<file path="src/rtl/operand_fetch_stage.sv">
// Issue stage: reads operands with write-back forwarding, stalls RAW/WAW hazards
// against a pending-write scoreboard, and hands a registered bundle to execute.
module operand_fetch_stage #(
    parameter int DATA_W = 32,
    parameter int ADDR_W = 4,
    parameter int OP_W   = 6
) (
    input  logic              clk,
    input  logic              rst_n,
    input  logic              in_valid,
    output logic              in_ready,
    input  logic [OP_W-1:0]   in_op,
    input  logic [ADDR_W-1:0] in_rs_a,
    input  logic [ADDR_W-1:0] in_rs_b,
    input  logic [ADDR_W-1:0] in_rd,
    input  logic              in_we,
    output logic [ADDR_W-1:0] a_select,
    output logic [ADDR_W-1:0] b_select,
    input  logic [DATA_W-1:0] port_a,
    input  logic [DATA_W-1:0] port_b,
    input  logic              wb_en,
    input  logic [ADDR_W-1:0] wb_addr,
    input  logic [DATA_W-1:0] wb_data,
    output logic              out_valid,
    input  logic              out_ready,
    output logic [OP_W-1:0]   out_op,
    output logic [ADDR_W-1:0] out_rd,
    output logic              out_we,
    output logic [DATA_W-1:0] out_a,
    output logic [DATA_W-1:0] out_b
);
    localparam int NREG = 1 << ADDR_W;

    typedef struct packed {
        logic [OP_W-1:0]   op;
        logic [ADDR_W-1:0] rd;
        logic              we;
        logic [DATA_W-1:0] a;
        logic [DATA_W-1:0] b;
    } bundle_t;

    typedef enum logic {S_EMPTY = 1'b0, S_FULL = 1'b1} state_t;

    state_t          state, state_nxt;
    bundle_t         out_q, out_d;
    logic [NREG-1:0] busy, busy_nxt;
    logic            fwd_a, fwd_b, fwd_d;
    logic            stall, accept, load;

    assign a_select = in_rs_a;
    assign b_select = in_rs_b;

    assign fwd_a = wb_en && (wb_addr == in_rs_a);
    assign fwd_b = wb_en && (wb_addr == in_rs_b);
    assign fwd_d = wb_en && (wb_addr == in_rd);

    // A busy register being written back this cycle is no longer a hazard.
    assign stall = in_valid && ((busy[in_rs_a] && !fwd_a) ||
                                (busy[in_rs_b] && !fwd_b) ||
                                (in_we && busy[in_rd] && !fwd_d));

    assign out_valid = (state == S_FULL);
    assign in_ready  = !stall && (!out_valid || out_ready);
    assign accept    = in_valid && in_ready;

    always_comb begin
        state_nxt = state;
        load      = 1'b0;
        case (state)
            S_EMPTY: begin
                if (accept) begin
                    state_nxt = S_FULL;
                    load      = 1'b1;
                end
            end
            S_FULL: begin
                if (accept) begin
                    load = 1'b1;
                end else if (out_ready) begin
                    state_nxt = S_EMPTY;
                end
            end
            default: state_nxt = S_EMPTY;
        endcase
    end

    always_comb begin
        out_d.op = in_op;
        out_d.rd = in_rd;
        out_d.we = in_we;
        out_d.a  = fwd_a ? wb_data : port_a;
        out_d.b  = fwd_b ? wb_data : port_b;
    end

    // Clear first, then set, so a new writer to the retiring register keeps it busy.
    always_comb begin
        busy_nxt = busy;
        if (wb_en)
            busy_nxt[wb_addr] = 1'b0;
        if (accept && in_we)
            busy_nxt[in_rd] = 1'b1;
    end

    always_ff @(posedge clk or negedge rst_n) begin
        if (!rst_n) begin
            state <= S_EMPTY;
            out_q <= '0;
            busy  <= '0;
        end else begin
            state <= state_nxt;
            busy  <= busy_nxt;
            if (load)
                out_q <= out_d;
        end
    end

    assign out_op = out_q.op;
    assign out_rd = out_q.rd;
    assign out_we = out_q.we;
    assign out_a  = out_q.a;
    assign out_b  = out_q.b;
endmodule

</file>
<file path="config.mk">
export PLATFORM = sky130hd
export DESIGN_NAME = operand_fetch_stage
export DESIGN_NICKNAME = d
export VERILOG_FILES = /design/src/rtl/operand_fetch_stage.sv
export SDC_FILE = /design/constraint.sdc
export NUM_CORES = 1
export LEC_CHECK = 0
export CORE_MARGIN = 10
export CORE_UTILIZATION = 48
export CTS_BUF_LIST = sky130_fd_sc_hd__clkbuf_8 sky130_fd_sc_hd__clkbuf_16
export DETAILED_ROUTE_END_ITERATION = 10
export HOLD_SLACK_MARGIN = 0.12
export PLACE_DENSITY_LB_ADDON = 0.05
export SLEW_MARGIN = 20
export SYNTH_ARGS = -nofsm -noshare
export SYNTH_HDL_FRONTEND = slang
export SYNTH_SLANG_ARGS = --single-unit
export TNS_END_PERCENT = 10
</file>
<file path="constraint.sdc">
create_clock -name clk -period 4.2 [get_ports clk]
set_input_delay 0.42 -clock clk [delete_from_list [all_inputs] [get_ports clk]]
set_output_delay 0.42 -clock clk [all_outputs]
set_load 0.005 [all_outputs]
</file>
## Yosys cells after proc, flatten, opt, wreduce, memory -nomap -nowiden

Cells that the tools add are included.

- $add $sub $neg: 0
- $mul: 0
- Divide/modulo/power cells: 0
- $lt $le $gt $ge: 6
- Eq/ne operators: 3
- Shifts and indexed selects: 0
- Muxes and demuxes: 18
- Bitwise operators: 4
- Reduce and logical (&&, ||, !) cells: 21

Operators by type and width:

| kind | number |
|---|---|
| 32-bit two-way mux | 2 |
| 16-bit two-way mux | 2 |
| 4-bit by 5-bit < comparator with 1-bit output (second input constant) | 4 |
| 16-bit AND | 1 |
| 16-bit inverter | 1 |
| 16-bit bitwise OR | 1 |
| 1-bit logical AND | 13 |
| 1-bit binary-select mux with 4-bit select | 3 |
| 4-bit equality test | 3 |
| 1-bit demux with 4-bit select | 2 |
| 4-bit by 1-bit >= comparator with 1-bit output (second input constant) | 2 |
| 1-bit two-way mux | 8 |
| 1-bit zero test | 5 |
| 1-bit logical OR | 3 |
| 1-bit case mux with 2 select lines | 1 |
| 1-bit inverter | 1 |

- Bits in registers: 92
- Bits in latches: 0
- RAM bits: 0
- Bits in read-only memories: 0
- Input port bits: 124
- Logic and storage cells: 59
- Memories kept: 0

## Longest topological paths before layout

Gate-level depths: netlist (run 1).

- Depth after elaboration: 12
- Gate-level depth with buffers: 9
- Depth with buffers taken out: 6

## Worst setup path before layout (run 1)

OpenSTA, ideal clock, no wires.

- Path type: input port to flip-flop
- Start: in wb_addr[2]
- End: reg out_q, in the netlist out_b[10]
- Library setup time: 125 ps
- Data arrival time: 2365 ps
- Data required time: 4075 ps
- Slack: 1710 ps
- Stages on the path: 6
- Cell sequence: buf_2 xor2_1 nor4_1 clkbuf_1 mux2_2 mux2_4

- Longest elaborated chain between the ends: 11
- Elaborated cells on any way between the ends: 20
- Those cells by class: eq/ne: 3; mux: 2; reduce/logical: 15

Ends and longest elaborated chain:

| item | RTL line | text |
|---|---|---|
| start: declaration | 22 | `input logic [ADDR_W-1:0] wb_addr,` |
| 4-bit equality test, on equally long branches | 53, 54 |  |
| 1-bit logical AND, on equally long branches | 53, 54 |  |
| 1-bit zero test, on equally long branches | 58, 59 |  |
| 1-bit logical AND, on equally long branches | 58, 59 |  |
| 1-bit logical OR | 58 | `assign stall = in_valid && ((busy[in_rs_a] && !fwd_a) \|\|` |
| 1-bit logical OR | 59 | `(busy[in_rs_b] && !fwd_b) \|\|` |
| 1-bit logical AND | 58 |  |
| 1-bit zero test | 63 | `assign in_ready = !stall && (!out_valid \|\| out_ready);` |
| 1-bit logical AND | 63 |  |
| 1-bit logical AND | 64 | `assign accept = in_valid && in_ready;` |
| 1-bit two-way mux | 71, 77 |  |
| end signal: assignment | 113 | `out_q <= out_d;` |
| end: declaration | 45 | `bundle_t out_q, out_d;` |

Several ways; a longest one is shown, not always the timed one.
A chain may end at the register's enable or synchronous reset.

## Final worst setup path (run 1)

- Start: in in_rs_b[0]
- End: out in_ready

- Longest elaborated chain between the ends: 9
- Elaborated cells on any way between the ends: 11
- Those cells by class: eq/ne: 1; mux: 2; reduce/logical: 8

Ends and longest elaborated chain:

| item | RTL line | text |
|---|---|---|
| start: declaration | 14 | `input logic [ADDR_W-1:0] in_rs_b,` |
| parallel branches: the longest is 3 deep, another holds 1-bit binary-select mux with 4-bit select | -- |  |
| 1-bit logical AND (*) | 59 |  |
| 1-bit logical OR (*) | 58 |  |
| 1-bit logical OR (*) | 59 |  |
| 1-bit logical AND (*) | 58 |  |
| 1-bit zero test (*) | 63 |  |
| 1-bit logical AND (*) | 63 |  |
| end: declaration | 11 | `output logic in_ready,` |

Every way passes the cells marked *. The select of a mux whose other input is x is not followed.

==> out/results.txt, run 1 <==
Mapped Cells -> 380
WL final -> 15470 µm
Post-Synth Adder-Cell Area -> 0%
HPWL after DPL -> 11450 µm
CP top delay family -> buffers and inverters
DIE AREA -> 15610 µm²
Remaining DRCs -> 0
Final Hold Fails -> 0
flop2flop setup slack -> 1.59 ns
grt total ovfl -> 0
worst-margin pin slew -> 0.7933 ns
largest net degree at the start of global routing -> 62
Starting Density -> 48.99%
Multi-input gate area -> 2739 µm²
CP max stage delay -> 0.67 ns
Root Buffer -> clkbuf_8
IO Port Bufs -> 208
minimum clock period -> 3.491 ns
RePlAce Congestion -> 0.9059
CTS tree -> done
CP bufs+invs -> 2
setup violators final -> 0
Compound-Gate Fraction of Synth Area -> 5.040%
Post-CTS Setup Bufs -> 0
Simple-Gate Fraction of Synth Area -> 4.543%
cell accounting for the most synthesized area -> dfrtp_1
wire per inst -> 21.69 µm
Reg area -> 2302 µm²
startpoint types -> input pin
Inserted Clock Buffers -> 9
Layout Skew -> 0.01365 ns
Rel. slew slack -> 47.12%
crit share post-route -> 83.12%
later-pin clock latency in the skew report -> 0.37 ns
Synth top area share -> 43.54%
Pwr Total -> 3.923 mW
WP data required -> 3.78 ns
all-layer global routing usage -> 19.52%
count of yosys warnings during synthesis -> 0
max-cap violation count -> 0
CTS-repair resized insts -> 0
worst supply voltage drop on vdd -> 0.2733 mV
die height -> 125.0 µm
Synth-to-Final Area Change -> 43.30%
fin cells -> 713
Final TNS setup -> 0 ns
Pleak -> 3.223 nW
Die X -> 125.0 µm
Final Max Slew Viols -> 0
run status -> finished, final reports clean
Cell Area, Synth -> 5288 µm²
H-tree levels -> 3
Via Count -> 3899
crit-path cells -> clkdlybuf4s50_1 > mux4_2 > mux2_2 > mux2i_1 > o32a_1 > nand2_1 > a21boi_0 > clkdlybuf4s50_1
Antenna Nets Post-Route -> 0
CTS Sinks -> 92
diode count -> 0
dpl cells -> 697
synthesis-stage register bit count -> 92
crit path launch -> in_rs_b[0]
pre-CTS WS -> 0.7075 ns
first-pass GRT wire length -> 24760 µm
crit path kind -> input pin to output pin
Seq/Total Area, Yosys -> 43.54%
Initial DRT Pass Iterations -> 4
CP max FO -> 6
layout cell share with drive strength beyond 1 -> 32.29%
Synth Net Count -> 504
PD cells -> 517.7 nW/µm²
vias in the first global route -> 4288
CTS max path bufs -> 2
Clock Pin Slew Worst Setup and Hold Paths -> 0.10 ns
RSZ-0062 raised after global routing -> no
worst-case reg-to-reg path depth -> 7
worst r2r src -> busy[6]$_DFF_PN0_
fmax -> 286.4 MHz
Critical Path AT -> 3.07 ns
Crit. End Element -> output pin
cts hold-fix bufs -> 0
min setup slack post-route -> 0.7088 ns
I/O pin total -> 209
Synth Area per Inst -> 13.91 µm²
post-synth cell types -> 32
min-delay worst type -> input pin to asynchronous set/reset pin
Fin Hold WS -> 0.1146 ns
initial antenna violation count -> 0
Area contributors post-synth -> dfrtp_1 44%, mux2_4 18%, mux2_2 17%
Core Region -> 10790 µm²
fin nets -> 692
# rows -> 38
Crit-path slowest cell -> clkdlybuf4s50_1
initial DRC count -> 293
largest family of logic cells by synthesized area -> multiplexers
mux share of post-synthesis cell area -> 39.99%
R2R Path End -> out_b[18]$_DFFE_PN0P_
layout filler cell count -> 791
CP dominant cell by count -> clkdlybuf4s50_1
xor and xnor area share after synthesis -> 1.988%
vias per cell -> 5.468
-- cells in the mapped netlist, drive strengths merged --
cell,n
o21ai,21
nand2,14
buf,27
o32a,1
and3,2
dfrtp,92
a21boi,1
nand3b,3
nor3,1
or2,1
o31ai,5
nand2b,4
nor3b,1
nand4,4
xor2,9
nand3,8
o41ai,7
or4b,1
inv,3
xnor2,3
mux2,141
nor2b,1
mux4,12
clkbuf,10
nor2,4
nor4,2
mux2i,2
-- worst max-delay path by stage --
stage / slack [ns] / end / cells after the start
floorplan: 1.71 / out_b[10]$_DFFE_PN0P_ / 6
global placement: 0.76 / in_ready / 8
detailed placement: 0.71 / in_ready / 8
CTS: 0.70 / in_ready / 8
global route: 0.57 / in_ready / 8
finish: 0.71 / in_ready / 8
-- power breakdown --
group          switching (mW)  total (mW)  internal, mW
clock                   0.367       0.604         0.237
combinational           0.543        1.81          1.27
sequential              0.241        1.51          1.26
-- cell usage in the layout (no fill, tap or decap), types with 2 or more instances in the layout --
cell type / instances
and3_1: 2
buf_12: 2
buf_4: 5
clkbuf_8: 9
clkdlybuf4s50_1: 207
clkinv_4: 2
dfrtp_1: 92
inv_1: 3
inv_8: 3
mux2_2: 78
mux2_4: 63
mux2i_1: 2
mux4_2: 12
nand2_1: 14
nand2b_1: 4
nand3_1: 8
nand3b_1: 3
nand4_1: 4
nor2_1: 4
nor4_2: 2
o21ai_0: 21
o31ai_1: 5
o41ai_2: 6
xnor2_1: 3
xor2_1: 9
-- worst register-to-register path, cell delays in order (launching register included) --
cell     delay [ns]
dfrtp_1        0.46
mux4_2         0.47
mux2_2         0.26
mux2i_1        0.16
o32a_1         0.22
nand4_1        0.26
buf_12         0.30
mux2_4         0.38
-- sequential cells by signal, summed over array words and instances (netlist names) --
signal	flops
busy	16
out_a	32
out_b	32
out_op	6
out_rd	4
out_valid	1
out_we	1
-- metal layers --
metal / vias up / GRT usage, % / routed length, µm
met4: 0 / 5.149 / 168
li1: 1759 / - / -
met3: 11 / 7.731 / 1525
met5: - / 0 / 0
met1: 1954 / 23.55 / 6162
met2: 175 / 31.92 / 7608
-- cell families (layout without fill, tap and decap cells) --
| kind of cell | Yosys count | in the layout |
|---|---|---|
| muxes | 155 | 155 |
| buffers and inverters | 40 | 233 |
| AOI/OAI and AO/OA | 35 | 35 |
| xor gates and xnor gates | 12 | 12 |
| and+or+nand+nor | 46 | 46 |
| DFF | 92 | 92 |
-- stage by stage --
step | utilization [%] | area (µm²)
finish | 70.21 | 7577
floorplan | - | 5288
global route | 70.21 | 7577
CTS | 70.21 | 7577
detailed placement | 68.35 | 7377
global placement | 68.35 | 7377
-- layout make-up --
class	count	area share [%]
multi-input cells	248	36.15
clock buffers	9	1.635
flip-flops and latches	92	30.38
clock inverters	7	1.007
inverters	3	0.1486
well taps	140	2.312
repair buffers	214	28.37
(Power assumes the default switching activity.)
==> run 2: changes to the inputs <==
--- a/config.mk
+++ b/config.mk
@@ -6,7 +6,7 @@
 export NUM_CORES = 1
 export LEC_CHECK = 0
 export CORE_MARGIN = 10
-export CORE_UTILIZATION = 48
+export CORE_UTILIZATION = 44
 export CTS_BUF_LIST = sky130_fd_sc_hd__clkbuf_8 sky130_fd_sc_hd__clkbuf_16
 export DETAILED_ROUTE_END_ITERATION = 10
 export HOLD_SLACK_MARGIN = 0.12
==> constraint.sdc (replaced) <==
create_clock -name clk -period 3.4 [get_ports clk]
set_input_delay 0.34 -clock clk [delete_from_list [all_inputs] [get_ports clk]]
set_output_delay 0.34 -clock clk [all_outputs]
set_load 0.005 [all_outputs]
==> out/results.txt, run 2 (synthesis gave the netlist of run 1 again) <==
run status -> finished, final reports clean
Reg power frac -> 36.2%
first-pass GRT wire length -> 24900 µm
Clock power frac -> 19.8%
worst supply voltage drop on vdd -> 0.3588 mV
most frequent cells in the layout -> 206 x clkdlybuf4s50_1, 92 x dfrtp_1, 78 x mux2_2
vias in the first global route -> 4519
CTS Sinks -> 92
P_int -> 3.753 mW
WP data required -> 3.06 ns
vias per cell -> 5.448
Remaining DRCs -> 0
grt total ovfl -> 0
worst r2r src -> busy[7]$_DFF_PN0_
R2R Path End -> out_a[4]$_DFFE_PN0P_
crit share post-route -> 94.05%
Layout Skew -> 0.006914 ns
WL final -> 16150 µm
Switching Share -> 27.20%
Antenna Nets Post-Route -> 0
Final TNS setup -> 0 ns
wire per inst -> 22.27 µm
setup violators final -> 0
Rel. slew slack -> 38.06%
Via Count -> 3950
Comb power frac -> 44.0%
CTS max path bufs -> 2
final core occ -> 66.82%
CP max FO -> 9
worst setup path end -> in_ready
H-tree levels -> 3
Inserted Clock Buffers -> 9
largest net degree at the start of global routing -> 71
flop2flop setup slack -> 0.73 ns
max-cap violation count -> 0
minimum clock period -> 3.198 ns
I/O pin total -> 209
fmax -> 312.7 MHz
Critical Path AT -> 2.86 ns
all-layer global routing usage -> 18.98%
Initial DRT Pass Iterations -> 4
DIE AREA -> 16800 µm²
Pwr Total -> 5.155 mW
diode count -> 0
IO Port Bufs -> 208
Crit. End Element -> output pin
initial antenna violation count -> 0
Die X -> 129.6 µm
Final Max Slew Viols -> 0
layout cell share with drive strength beyond 1 -> 33.33%
switching power -> 1.402 mW
Clock Pin Slew Worst Setup and Hold Paths -> 0.06 ns
crit path kind -> input pin to output pin
later-pin clock latency in the skew report -> 0.35 ns
startpoint types -> input pin
fin nets -> 702
Starting Density -> 45.53%
die height -> 129.6 µm
crit path launch -> in_rd[0]
initial DRC count -> 269
cts hold-fix bufs -> 0
Core Region -> 11610 µm²
RSZ-0062 raised after global routing -> no
worst-case reg-to-reg path depth -> 8
RePlAce Congestion -> 0.9503
Root Buffer -> clkbuf_16
Final Hold Fails -> 0
# rows -> 39
Pleak -> 3.328 nW
min-delay worst type -> input pin to asynchronous set/reset pin
CTS tree -> done
PD cells -> 664.4 nW/µm²
HPWL after DPL -> 12020 µm
worst-margin pin slew -> 0.9292 ns
commonest non-fill, non-tap cell in the layout -> clkdlybuf4s50_1
Synth-to-Final Area Change -> 46.76%
-- run 2: cell types whose count changed in the layout (fill, tap and decap cells not counted), sizes merged --
cell,previous run,this run
buf,7,17
bufinv,0,1
clkbuf,9,11
clkdlybuf4s50,207,206
dlymetal6s2s,0,1
inv,7,3
-- run 2: what timing repair did --
| action | CTS | global route |
|---|---|---|
| setup buffers | 0 | 0 |
| endpoints found under the hold margin | 0 | 0 |
| resized for setup | 0 | 1 |
| endpoints found under the setup margin | 0 | 1 |
-- run 2: layout make-up --
type | instances | area (µm²)
inverter | 3 | 11.26
multi-input combinational | 248 | 2739
timing repair buffer | 224 | 2227
clock buffer | 11 | 252.7
tap | 143 | 178.9
sequential | 92 | 2302
clock inverter | 4 | 48.80
fill | 907 | 3854
-- run 2: layer usage --
layer  GRT usage [%]  up-vias  part of all wire, %
met4           5.886        0                  1.6
met3           9.054       22                   12
met5               0        -                    0
met1           21.03     1967                   37
met2           31.72      186                   49
li1                -     1775                    -
-- run 2: power groups by stage --
stage	clock [mW]	combinational, mW	sequential (mW)
CTS	1.05	2.31	1.87
global placement	0	2.28	1.85
finish	1.02	2.27	1.87
floorplan	0	0.979	1.86
global route	1.10	2.41	1.93
detailed placement	0	2.30	1.86
-- run 2: worst max-delay path, cell delays in order --
cell and delay (ns):
clkdlybuf4s50_1 0.75, mux4_2 0.55, nand2_1 0.08, and3_1 0.16, o32a_1 0.21, nand2_1 0.06
a21boi_0 0.17, clkdlybuf4s50_1 0.54
-- run 2: how the worst min path moves through the flow --
| stage | start | to | slack [ns] |
|---|---|---|---|
| after detailed placement | out_a[18]$_DFFE_PN0P_ | out_a[18]$_DFFE_PN0P_ | 0.49 |
| after CTS | rst_n | busy[11]$_DFF_PN0_ | 0.17 |
| final | rst_n | busy[11]$_DFF_PN0_ | 0.12 |
| after global routing | rst_n | busy[11]$_DFF_PN0_ | 0.19 |
| after global placement | out_a[18]$_DFFE_PN0P_ | out_a[18]$_DFFE_PN0P_ | 0.49 |
| after floorplan | rst_n | busy[0]$_DFF_PN0_ | 0.04 |
-- run 2: stage by stage --
| stage | setup slack (ns) | instance area (µm²) | cells | hold slack (ns) |
|---|---|---|---|---|
| after floorplan | 0.9895 | 5288 | 380 | 0.04441 |
| after global placement | 0.1357 | 7456 | 710 | 0.4871 |
| after detailed placement | 0.04329 | 7456 | 710 | 0.4920 |
| after CTS | 0.04132 | 7757 | 725 | 0.1746 |
| after global routing | 0.001450 | 7760 | 725 | 0.1874 |
| final | 0.2023 | 7760 | 725 | 0.1185 |
==> run 3: changes to the inputs <==
--- a/config.mk
+++ b/config.mk
@@ -10,7 +10,7 @@
 export CTS_BUF_LIST = sky130_fd_sc_hd__clkbuf_8 sky130_fd_sc_hd__clkbuf_16
 export DETAILED_ROUTE_END_ITERATION = 10
 export HOLD_SLACK_MARGIN = 0.12
-export PLACE_DENSITY_LB_ADDON = 0.05
+export PLACE_DENSITY = 0.92
 export SLEW_MARGIN = 20
 export SYNTH_ARGS = -nofsm -noshare
 export SYNTH_HDL_FRONTEND = slang
==> out/results.txt, run 3 (synthesis gave the netlist of run 1 again) <==
layout cell share with drive strength beyond 1 -> 33.05%
worst supply voltage drop on vdd -> 0.3883 mV
minimum clock period -> 3.112 ns
min-delay worst type -> flip-flop to flip-flop
Inserted Clock Buffers -> 9
Final Hold Fails -> 0
Crit. End Element -> output pin
Antenna Nets Post-Route -> 0
Reg power frac -> 36.2%
WP data required -> 3.06 ns
RePlAce Congestion -> 0.9578
design area -> 7772 µm²
PD cells -> 666.8 nW/µm²
fmax -> 321.3 MHz
Die X -> 129.6 µm
RSZ-0062 raised after global routing -> no
setup violators final -> 0
I/O pin total -> 209
Fin Hold WS -> 0.5067 ns
final core occ -> 66.93%
vias in the first global route -> 4573
commonest non-fill, non-tap cell in the layout -> clkdlybuf4s50_1
largest net degree at the start of global routing -> 93
Comb power frac -> 43.9%
Clock power frac -> 19.9%
Rel. slew slack -> 44.33%
switching power -> 1.403 mW
Starting Density -> 45.53%
worst-case reg-to-reg path depth -> 8
Clock Pin Slew Worst Setup and Hold Paths -> 0.07 ns
Initial DRT Pass Iterations -> 4
Post-DP Area -> 7445 µm²
Layout Skew -> 0.01293 ns
Pleak -> 3.336 nW
IO Port Bufs -> 208
Final TNS setup -> 0 ns
die height -> 129.6 µm
crit path kind -> input pin to output pin
CP max FO -> 6
later-pin clock latency in the skew report -> 0.34 ns
# rows -> 39
initial DRC count -> 291
Via Count -> 3940
Hold Path Stages -> 1
fin nets -> 701
H-tree levels -> 3
dpl cells -> 708
initial antenna violation count -> 0
WL final -> 15840 µm
run status -> finished, final reports clean
HPWL after DPL -> 11920 µm
grt total ovfl -> 0
all-layer global routing usage -> 18.73%
most frequent cells in the layout -> 205 x clkdlybuf4s50_1, 92 x dfrtp_1, 78 x mux2_2
vias per cell -> 5.434
worst-margin pin slew -> 0.8350 ns
CTS Sinks -> 92
P_int -> 3.780 mW
max-cap violation count -> 0
Synth-to-Final Area Change -> 46.99%
startpoint types -> input pin
Root Buffer -> clkbuf_16
DIE AREA -> 16800 µm²
Critical Path AT -> 2.77 ns
Core Region -> 11610 µm²
wire per inst -> 21.84 µm
Remaining DRCs -> 0
Post-CTS Setup Bufs -> 0
fin cells -> 725
CTS tree -> done
Switching Share -> 27.06%
layout filler cell count -> 829
first-pass GRT wire length -> 24610 µm
CTS max path bufs -> 2
crit share post-route -> 91.53%
Final Max Slew Viols -> 0
[run 3: routing by layer]
layer	global-route usage [%]	share of wire (%)	vias up
li1	-	-	1786
met1	19.85	36	1910
met2	31.63	50	214
met3	8.238	12	30
met4	8.598	2.6	0
met5	0	0	-
[run 3: area by class of cell]
| class | instances | area (µm²) | area share [%] |
|---|---|---|---|
| Clock buffer | 12 | 266.5 | 3.429 |
| Sequential cell | 92 | 2302 | 29.62 |
| Multi-Input combinational cell | 248 | 2739 | 35.24 |
| Inverter | 3 | 11.26 | 0.1449 |
| Antenna cell | 1 | 2.502 | 0.03220 |
| Tap cell | 143 | 178.9 | 2.302 |
| Timing Repair Buffer | 223 | 2228 | 28.67 |
| Clock inverter | 3 | 43.79 | 0.5634 |
[run 3: through the flow]
| step | worst slack (ns) | power (mW) |
|---|---|---|
| after floorplan | 0.9895 | 2.839 |
| after global placement | 0.1299 | 4.095 |
| after detailed placement | 0.08001 | 4.175 |
| after CTS | 0.06327 | 5.249 |
| after global routing | 0.1147 | 5.456 |
| final | 0.2878 | 5.183 |
[run 3: path summary, 6_finish.rpt]
kind / start / endpoint / slack, ns
max: in_rs_a[0] / in_ready / 0.29
min: out_a[15]$_DFFE_PN0P_ / out_a[15]$_DFFE_PN0P_ / 0.51
max reg2reg: busy[7]$_DFF_PN0_ / out_a[3]$_DFFE_PN0P_ / 0.94
min reg2reg: out_a[15]$_DFFE_PN0P_ / out_a[15]$_DFFE_PN0P_ / 0.51
max in group asynchronous: rst_n / busy[3]$_DFF_PN0_ / 2.14
min in group asynchronous: rst_n / out_op[5]$_DFFE_PN0P_ / 0.68
[run 3: power by group through the flow]
stage / logic (mW) / registers [mW] / clock network, mW
floorplan: 0.979 / 1.86 / 0
global placement: 2.24 / 1.85 / 0
detailed placement: 2.29 / 1.88 / 0
CTS: 2.31 / 1.88 / 1.06
global route: 2.41 / 1.94 / 1.11
finish: 2.27 / 1.88 / 1.03
[run 3: worst max-delay path: stages]
cell             delay, ns
clkdlybuf4s50_1       0.69
mux4_2                0.55
mux2i_1               0.15
nand2_1               0.06
or4b_1                0.19
nand2_1               0.05
a21boi_0              0.19
clkdlybuf4s50_1       0.54
[run 3: timing repair]
action | CTS | global route
gates resized for setup | 0 | 2
endpoints found under the setup margin | 0 | 1
hold buffers | 1 | 0
endpoints found under the hold margin | 44 | 0
